File: config.mk
export PLATFORM = sky130hd
export DESIGN_NAME = dmem_arbiter
export DESIGN_NICKNAME = d
export VERILOG_FILES = /design/src/rtl/dmem_pkg.sv /design/src/rtl/dmem_rsp_reg.sv /design/src/rtl/dmem_arbiter.sv
export SDC_FILE = /design/constraint.sdc
export NUM_CORES = 1
export LEC_CHECK = 0
export BUFFER_PORTS_ARGS = -buffer_cell sky130_fd_sc_hd__buf_2
export CAP_MARGIN = 40
export CORE_AREA = 2 2 121 123
export DETAILED_ROUTE_END_ITERATION = 8
export DIE_AREA = 0 0 123 125
export PLACE_DENSITY = 0.72
export SLEW_MARGIN = 20
export SYNTH_ARGS = -nofsm -noshare
export SYNTH_HDL_FRONTEND = slang
export SYNTH_SLANG_ARGS = --single-unit
File: constraint.sdc
create_clock -name clk -period 3.09 [get_ports clk]
set_input_delay 0.618 -clock clk [delete_from_list [all_inputs] [get_ports clk]]
set_output_delay 0.618 -clock clk [all_outputs]
set_load 0.1 [all_outputs]
File: src/rtl/dmem_pkg.sv
// Shared types and helpers for the data-memory arbiter: access width codes,
// datapath width, and the alignment check.
package dmem_pkg;

  localparam int unsigned XLEN = 32;

  typedef enum logic [1:0] {
    WIDTH_WORD = 2'b00,
    WIDTH_BYTE = 2'b01,
    WIDTH_HALF = 2'b10,
    WIDTH_ILL  = 2'b11
  } width_e;

  // Illegal width codes are folded into the misaligned result.
  function automatic logic misaligned(input logic [1:0] width, input logic [1:0] addr_lo);
    case (width)
      WIDTH_WORD: return addr_lo != 2'b00;
      WIDTH_HALF: return addr_lo[0];
      WIDTH_BYTE: return 1'b0;
      default:    return 1'b1;
    endcase
  endfunction

endpackage

File: src/rtl/dmem_rsp_reg.sv
// Per-port response stage: registers rvalid/err/rdata one cycle after a grant.
module dmem_rsp_reg
  import dmem_pkg::*;
#(
  parameter int unsigned XLEN = dmem_pkg::XLEN
) (
  input  logic            clk,
  input  logic            reset_n,
  input  logic            gnt_i,
  input  logic            err_i,
  input  logic            load_i,
  input  logic [XLEN-1:0] mem_rdata_i,
  output logic            rvalid_o,
  output logic            err_o,
  output logic [XLEN-1:0] rdata_o
);

  logic            rvalid_q, rvalid_d;
  logic            err_q, err_d;
  logic [XLEN-1:0] rdata_q, rdata_d;

  always_comb begin
    rvalid_d = gnt_i;
    err_d    = gnt_i & err_i;
    rdata_d  = (gnt_i & ~err_i & load_i) ? mem_rdata_i : '0;
  end

  always_ff @(posedge clk or negedge reset_n) begin
    if (!reset_n) begin
      rvalid_q <= 1'b0;
      err_q    <= 1'b0;
      rdata_q  <= '0;
    end else begin
      rvalid_q <= rvalid_d;
      err_q    <= err_d;
      rdata_q  <= rdata_d;
    end
  end

  assign rvalid_o = rvalid_q;
  assign err_o    = err_q;
  assign rdata_o  = rdata_q;

endmodule

File: src/rtl/dmem_arbiter.sv
// Two-port arbiter for the single-port data memory: fixed priority to port 0
// with a forced port-1 grant after MAX_WAIT denied cycles. Optional
// performance counters are enabled by defining DMEM_ARB_PERF_EN.
module dmem_arbiter
  import dmem_pkg::*;
#(
  parameter int unsigned MAX_WAIT = 4,
  parameter int unsigned XLEN     = dmem_pkg::XLEN
) (
  input  logic            clk,
  input  logic            reset_n,
  input  logic            p0_req,
  input  logic            p0_we,
  input  logic [1:0]      p0_width,
  input  logic [XLEN-1:0] p0_addr,
  input  logic [XLEN-1:0] p0_wdata,
  output logic            p0_gnt,
  output logic            p0_rvalid,
  output logic [XLEN-1:0] p0_rdata,
  output logic            p0_err,
  input  logic            p1_req,
  input  logic            p1_we,
  input  logic [1:0]      p1_width,
  input  logic [XLEN-1:0] p1_addr,
  input  logic [XLEN-1:0] p1_wdata,
  output logic            p1_gnt,
  output logic            p1_rvalid,
  output logic [XLEN-1:0] p1_rdata,
  output logic            p1_err,
  output logic            mem_we,
  output logic [1:0]      mem_width,
  output logic [XLEN-1:0] mem_addr,
  output logic [XLEN-1:0] mem_wdata,
  input  logic [XLEN-1:0] mem_rdata
`ifdef DMEM_ARB_PERF_EN
  ,
  output logic [31:0]     conflict_cnt,
  output logic [31:0]     force_cnt
`endif
);

  localparam logic [3:0] MAX_W = 4'(MAX_WAIT);

  logic [3:0]      wait_q, wait_d;
  logic            req0, req1, gnt0, gnt1, force1;
  logic            sel_we, sel_err;
  logic [1:0]      sel_width;
  logic [XLEN-1:0] sel_addr, sel_wdata;

  // Requests are masked while reset is held so no grant leaks out.
  assign req0 = p0_req & reset_n;
  assign req1 = p1_req & reset_n;

  always_comb begin
    force1    = (wait_q == MAX_W);
    gnt1      = req1 & (force1 | ~req0);
    gnt0      = req0 & ~gnt1;
    sel_we    = 1'b0;
    sel_width = '0;
    sel_addr  = '0;
    sel_wdata = '0;
    if (gnt1) begin
      sel_we    = p1_we;
      sel_width = p1_width;
      sel_addr  = p1_addr;
      sel_wdata = p1_wdata;
    end else if (gnt0) begin
      sel_we    = p0_we;
      sel_width = p0_width;
      sel_addr  = p0_addr;
      sel_wdata = p0_wdata;
    end
    sel_err = (gnt0 | gnt1) & misaligned(sel_width, sel_addr[1:0]);
    if (!req1 || gnt1)        wait_d = '0;
    else if (wait_q != MAX_W) wait_d = wait_q + 4'd1;
    else                      wait_d = wait_q;
  end

  always_ff @(posedge clk or negedge reset_n) begin
    if (!reset_n) wait_q <= '0;
    else          wait_q <= wait_d;
  end

  assign p0_gnt    = gnt0;
  assign p1_gnt    = gnt1;
  assign mem_we    = sel_we & ~sel_err;
  assign mem_width = sel_width;
  assign mem_addr  = sel_addr;
  assign mem_wdata = sel_wdata;

  dmem_rsp_reg #(.XLEN(XLEN)) u_rsp0 (
    .clk        (clk),
    .reset_n    (reset_n),
    .gnt_i      (gnt0),
    .err_i      (sel_err),
    .load_i     (~p0_we),
    .mem_rdata_i(mem_rdata),
    .rvalid_o   (p0_rvalid),
    .err_o      (p0_err),
    .rdata_o    (p0_rdata)
  );

  dmem_rsp_reg #(.XLEN(XLEN)) u_rsp1 (
    .clk        (clk),
    .reset_n    (reset_n),
    .gnt_i      (gnt1),
    .err_i      (sel_err),
    .load_i     (~p1_we),
    .mem_rdata_i(mem_rdata),
    .rvalid_o   (p1_rvalid),
    .err_o      (p1_err),
    .rdata_o    (p1_rdata)
  );

`ifdef DMEM_ARB_PERF_EN
  logic [31:0] conflict_q, force_q;

  always_ff @(posedge clk or negedge reset_n) begin
    if (!reset_n) begin
      conflict_q <= '0;
      force_q    <= '0;
    end else begin
      if (req0 && req1 && conflict_q != '1)
        conflict_q <= conflict_q + 32'd1;
      if (gnt1 && force1 && req0 && force_q != '1)
        force_q <= force_q + 32'd1;
    end
  end

  assign conflict_cnt = conflict_q;
  assign force_cnt    = force_q;
`endif

endmodule

# ---- Word level (Yosys, flattened, before mapping)
# Cells that the tools add are included.
dict set report word_totals {
  register_bits 72
  in_bits 170
  output_inout_bits 137
  word_cells 49
}
dict set report op_classes {
  add_sub_neg 1
  eq_ne 4
  muxes 13
  bitwise_logic 19
  n_reduce_logical 5
}
# operator count
set ops {}
lappend ops {{$mux W32} 6}
lappend ops {{$and A1 B1 Y1} 12}
lappend ops {{$mux W4} 2}
lappend ops {{$not A1 Y1} 5}
lappend ops {{$add A4 B1 Y4 const B} 1}
lappend ops {{$eq A4 B3 Y1 const B} 1}
lappend ops {{$mux W2} 2}
lappend ops {{$ne A4 B3 Y1 const B} 1}
lappend ops {{$reduce_bool A2 Y1} 2}
lappend ops {{$pmux W1 S3} 1}
lappend ops {{$eq A2 B1 Y1 const B} 1}
lappend ops {{$eq A2 B2 Y1 const B} 1}
lappend ops {{$logic_not A2 Y1} 1}
lappend ops {{$mux W1} 2}
lappend ops {{$or A1 B1 Y1} 2}
lappend ops {{$logic_not A1 Y1} 1}
lappend ops {{$logic_or A1 B1 Y1} 1}

# ---- Depth between registers and ports, before layout
dict set report logic_depth {
  ltp_word 15
  mapped_depth 9
}

# ---- Hierarchy
# Synthesis repeated with hierarchy kept, for this count alone.
dict set report unflattened {
  cells_unflattened 270
  hier_area_um2 3485.8
}
# module n_inst cells_per_inst area_per_inst_um2 seq_area_each_um2
set by_module_without_submodules {}
lappend by_module_without_submodules {dmem_rsp_reg 2 76 1244.9 850.8}
lappend by_module_without_submodules {dmem_arbiter 1 118 996.0 100.1}

# ---- Least setup slack after synthesis
# OpenSTA, ideal clock, no wires.
dict set report synth_path {
  kind {input port to output port}
  from {input reset_n}
  to {output mem_width[1]}
  t_arrival_ps 3379
  required_time_ps 2472
  slack_ps -907
  stages 7
  cell_sequence {buf_2 nand2_1 a21o_1 inv_2 clkbuf_1 nand2_1 o21ai_0}
}
dict set report synth_via {
  elab_chain_len 8
  word_cells_on_any_way 9
  classes_between {mux: 2; bitwise: 7}
}
# element line_no
set synth_lines {}
lappend synth_lines {{start, declared} dmem_arbiter.sv:11} ;# input logic reset_n,
lappend synth_lines {{$and A1 B1 Y1} dmem_arbiter.sv:51} ;# assign req0 = p0_req & reset_n;
lappend synth_lines {{$not A1 Y1} dmem_arbiter.sv:56} ;# gnt1 = req1 & (force1 | ~req0);
lappend synth_lines {{$or A1 B1 Y1} dmem_arbiter.sv:56}
lappend synth_lines {{$and A1 B1 Y1 *} dmem_arbiter.sv:56}
lappend synth_lines {{net p1_gnt} dmem_arbiter.sv:26} ;# output logic p1_gnt,
lappend synth_lines {{$not A1 Y1} dmem_arbiter.sv:57} ;# gnt0 = req0 & ~gnt1;
lappend synth_lines {{$and A1 B1 Y1} dmem_arbiter.sv:57}
lappend synth_lines {{$mux W2} dmem_arbiter.sv:67} ;# end else if (gnt0) begin
lappend synth_lines {{$mux W2 *} dmem_arbiter.sv:62} ;# if (gnt1) begin
lappend synth_lines {{end, declared} dmem_arbiter.sv:31} ;# output logic [1:0] mem_width,
# The timed path passes the listed nets; every way through them passes the cells marked *.

# ---- Worst setup path after layout
dict set report layout_path {
  from {register wait_q[0]}
  to {output mem_we}
}
dict set report layout_via {
  elab_chain_len 12
  word_cells_on_any_way 20
  classes_between {eq/ne: 3; mux: 7; bitwise: 8; reduce/logical: 2}
}
# element line_no
set layout_lines {}
lappend layout_lines {{start, declared} dmem_arbiter.sv:44} ;# logic [3:0] wait_q, wait_d;
lappend layout_lines {{start signal, assigned} dmem_arbiter.sv:81} ;# else wait_q <= wait_d;
lappend layout_lines {{$eq A4 B3 Y1 *} dmem_arbiter.sv:55} ;# force1 = (wait_q == MAX_W);
lappend layout_lines {{$or A1 B1 Y1 *} dmem_arbiter.sv:56}
lappend layout_lines {{$and A1 B1 Y1 *} dmem_arbiter.sv:56}
lappend layout_lines {{$not A1 Y1} dmem_arbiter.sv:57}
lappend layout_lines {{$and A1 B1 Y1} dmem_arbiter.sv:57}
lappend layout_lines {{$mux W2 / $mux W32 (equally long branches)} dmem_arbiter.sv:67}
lappend layout_lines {{$mux W2 / $mux W32 (equally long branches)} dmem_arbiter.sv:62}
lappend layout_lines {{$eq A2 B1 Y1, or another cell as far along} dmem_pkg.sv:16} ;# case (width)
lappend layout_lines {{$pmux W1 S3} dmem_pkg.sv:16}
lappend layout_lines {{$and A1 B1 Y1} dmem_arbiter.sv:73} ;# sel_err = (gnt0 | gnt1) & misaligned(sel_width, sel_addr[1:0]);
lappend layout_lines {{$not A1 Y1} dmem_arbiter.sv:86} ;# assign mem_we = sel_we & ~sel_err;
lappend layout_lines {{$and A1 B1 Y1 *} dmem_arbiter.sv:86}
lappend layout_lines {{end, declared} dmem_arbiter.sv:30} ;# output logic mem_we,
# Mark *: on every way between the ends. The rest lies on a longest branch, timed or not.

==> results by group <==
Status
  – Outcome: finished, final reports clean

Global route
  – Vias in the first global route: 4220
  – Met2 Usage GRT: between 30% and 40%
  – Met1 Use GR: between 20% and 30%
  – Grt ovf: 0
  – Most Crowded Layer GR: met2
  – GRT Total Usage: 20.3%
  – Initial antenna violation count: 2
  – GR Layer Usage met3: 7.16%
  – First-pass GRT wire length: approximately 24000 µm
  – Largest net degree at the start of global routing: 56

Timing
  – Rel. slew slack: 60.2%
  – Finish-stage setup viols: 0
  – Slew at the pin closest to its max-slew limit: 0.595 ns
  – Final hold violation count: 0
  – RSZ-0062 raised after global routing: yes
  – Layout Skew: 0.00748 ns
  – Pins Over Slew Limit: 0
  – Hold Worst Slack: 0.385 ns
  – Fin crit share: 95.2%
  – Final worst setup slack: approximately 0.15 ns
  – Min cycle time layout: just under 3 ns
  – Max Freq: 0.340 GHz

Power
  – Switching Fraction: between 30 and 40%
  – Switching power: 1.21 mW
  – Pint: 2.05 mW
  – Combinational Power Share: 37.5%
  – Lkg Pwr: between 3 and 4 nW
  – Sequential share of power: 29.7%
  – Maximum VDD drop: approximately 0.00023 V
  – PwrDens: 465 nW/µm²
  – Total power: 3.26 mW
  – Clock network fraction of total power: 32.8%

Setup path
  – Worst Path Required: 2.47 ns
  – Largest driver fanout on the critical path: 7
  – Critical Path Source Type: flop
  – FF-to-FF setup slack: 0.65 ns
  – End of the worst register-to-register path: u_rsp0.rdata_o[29]
  – Setup CP Type: reg -> out
  – Worst r2r src: wait_q[0]
  – R2R cell count: 8
  – Critical Path AT: 2.32 ns
  – Critical Path Source: wait_q[0]
  – Crit path capture type: output pin

Clocking
  – Clock transition at path regs: 0.06 ns
  – H-tree levels: 3
  – CTS buffer count: 9
  – Clk Tree Root Cell: clkbuf_16
  – Clk_lat worst skew: 0.32 ns
  – TritonCTS clock tree: done
  – CTS sink count: slightly above 70
  – Max Root-Sink Buffers: 2

Floorplan
  – Core area: around 14000 µm²
  – Row Count: 44
  – Boundary pin count: 307
  – Die width: 123 µm
  – Die height: 125 µm
  – Die footprint: 15400 µm²
  – Starting Density: between 20% and 30%

Detailed routing
  – Total iterations of the first detailed-routing run: 4
  – DRC: 0
  – Drt first-iter violations: 218
  – Total wire length: about 16000 µm
  – Antenna-violating nets left: 0
  – Via count: 4077
  – Routed vias/inst: ~4.8
  – DR WL/cell: 18.9 µm

Yosys
  – Flops & latches, synth: 72
  – Synth top cells by count: dfrtp_1 (72), a22o_1 (63), a21oi_2 (46)
  – YS warnings: 0
  – Area share of the leading cell type in the synthesized netlist: 46.5%
  – Netlist cell types: 39
  – Synthesized area: 3870 µm²
  – Seq/Total Area, Yosys: 46.5%
  – Top cells by area, synth: dfrtp_1 (47%), a22o_1 (14%), a21oi_2 (10%)
  – Number of flops mapped to enable cells by yosys: 0
  – Top_reg_cell synth: dfrtp_1
  – Yosys top cell by area: dfrtp_1
  – Mean Syn Cell Area: 10.8 µm²
  – Synth async-reset ratio: 100%
  – Syn nets: 530
  – Count leader, synth: dfrtp_1
  – Gate Count Post-Synth: 358

Place
  – Placer Congestion: 0.891
  – HPWL after DPL: 12600 µm
  – Inst Count DP: ~820
  – Cell Area, Placed: approximately 6700 µm²
  – Port Buffers: 306
  – Placement Setup Slack: 0.275 ns

Job
  – Max cap viols: 0

Finish
  – Fin nets: a little over 800
  – Ratio of cells with drive above 1 in the final layout: about 60%
  – Area growth from synthesis to layout: 81.1%
  – Finished Layout Cells: between 800 and 900
  – Fillers: 1270
  – Design area: 7020 µm²

Hold path
  – HP Class: in -> async
final cells by class:
type | instances | area (µm²) | area share, %
timing repair buffer | 322 | 2790 | 39.8
clock inverter | 4 | 51.3 | 0.731
multi-input combinational | 240 | 1840 | 26.2
tap | 184 | 230 | 3.28
sequential | 72 | 1800 | 25.7
inverter | 7 | 31.3 | 0.446
clock buffer | 12 | 267 | 3.80
antenna | 2 | 5.00 | 0.0713
sequential cells by signal, indices dropped and copies added, names as in the netlist:
signal,flops
u_rsp0.err_o,1
u_rsp0.rdata_o,32
u_rsp0.rvalid_o,1
u_rsp1.err_o,1
u_rsp1.rdata_o,32
u_rsp1.rvalid_o,1
wait_q,4
power groups by stage:
stage,registers [mW],clock network [mW],logic [mW]
after CTS,0.969,1.09,1.22
final,0.969,1.07,1.22
after global placement,0.985,0,1.21
after detailed placement,0.986,0,1.22
after global routing,0.970,1.14,1.27
after floorplan,1.13,0,0.611
how the worst max path moves through the flow:
| stage | cells after the start | to | slack [ns] |
|---|---|---|---|
| after floorplan | 7 | mem_width[1] | -0.31 |
| after global placement | 7 | mem_wdata[25] | 0.28 |
| after detailed placement | 7 | mem_wdata[22] | 0.27 |
| after CTS | 8 | mem_addr[11] | 0.04 |
| after global routing | 8 | mem_wdata[13] | -0.006 |
| final | 8 | mem_we | 0.15 |
routing by layer:
layer | up-vias | part of all wire (%)
met5 | - | 0
met2 | 189 | 50
met1 | 1957 | 39
met3 | 21 | 8.6
li1 | 1910 | -
met4 | 0 | 2.1
metrics by stage:
stage	utilization (%)	setup TNS [ns]
after CTS	49.1	0
after floorplan	-	-0.310
final	49.4	0
after global placement	46.4	0
after detailed placement	46.8	0
after global routing	49.4	-0.00597
repair_timing:
action,4_1_cts,5_1_grt
hold buffers,0,0
setup buffers,0,0
gates resized for setup,0,5
setup endpoints to repair,0,62
cell families (layout without fill, tap and decap cells):
family	Yosys count	in the layout	synth area share, %
buffers and inverters	46	345	7.33
and+or+nand+nor	91	91	13.9
xor gates and xnor gates	2	2	0.452
AOI/OAI and AO/OA	145	145	31.2
adders and majority gates	2	2	0.646
other	0	2	0
DFF	72	72	46.5
critical path, stage by stage (launching register included):
cell and delay (ns):
dfrtp_1 0.39, inv_1 0.06, ha_1 0.23, and4b_1 0.23, buf_4 0.18, o32ai_1 0.30
o22ai_1 0.18, o22ai_2 0.20, buf_12 0.20
placed cells by master, fill, tap and decap left out, types with 2 or more instances in the layout:
cell type  synthesis  final
clkbuf_8           0      3
a211oi_1           2      2
and4b_1            2      2
buf_2             11    236
inv_1              5      5
a21oi_1           20     20
a21o_2             0      2
diode_2            0      2
dfrtp_1           72     72
buf_16             0      3
a22o_1            63     55
nand3b_1          32     32
nor2_1             7      6
nor3_1             3      3
buf_12             0     71
a21oi_2           46     46
o22ai_1            3      2
ha_1               2      2
nand2_1           35     35
a22o_2             0      8
clkbuf_16          0     10
buf_4              8     11
inv_4              0      2
nand3_1            3      3
Note: power is estimated with default switching activity, not from simulation.
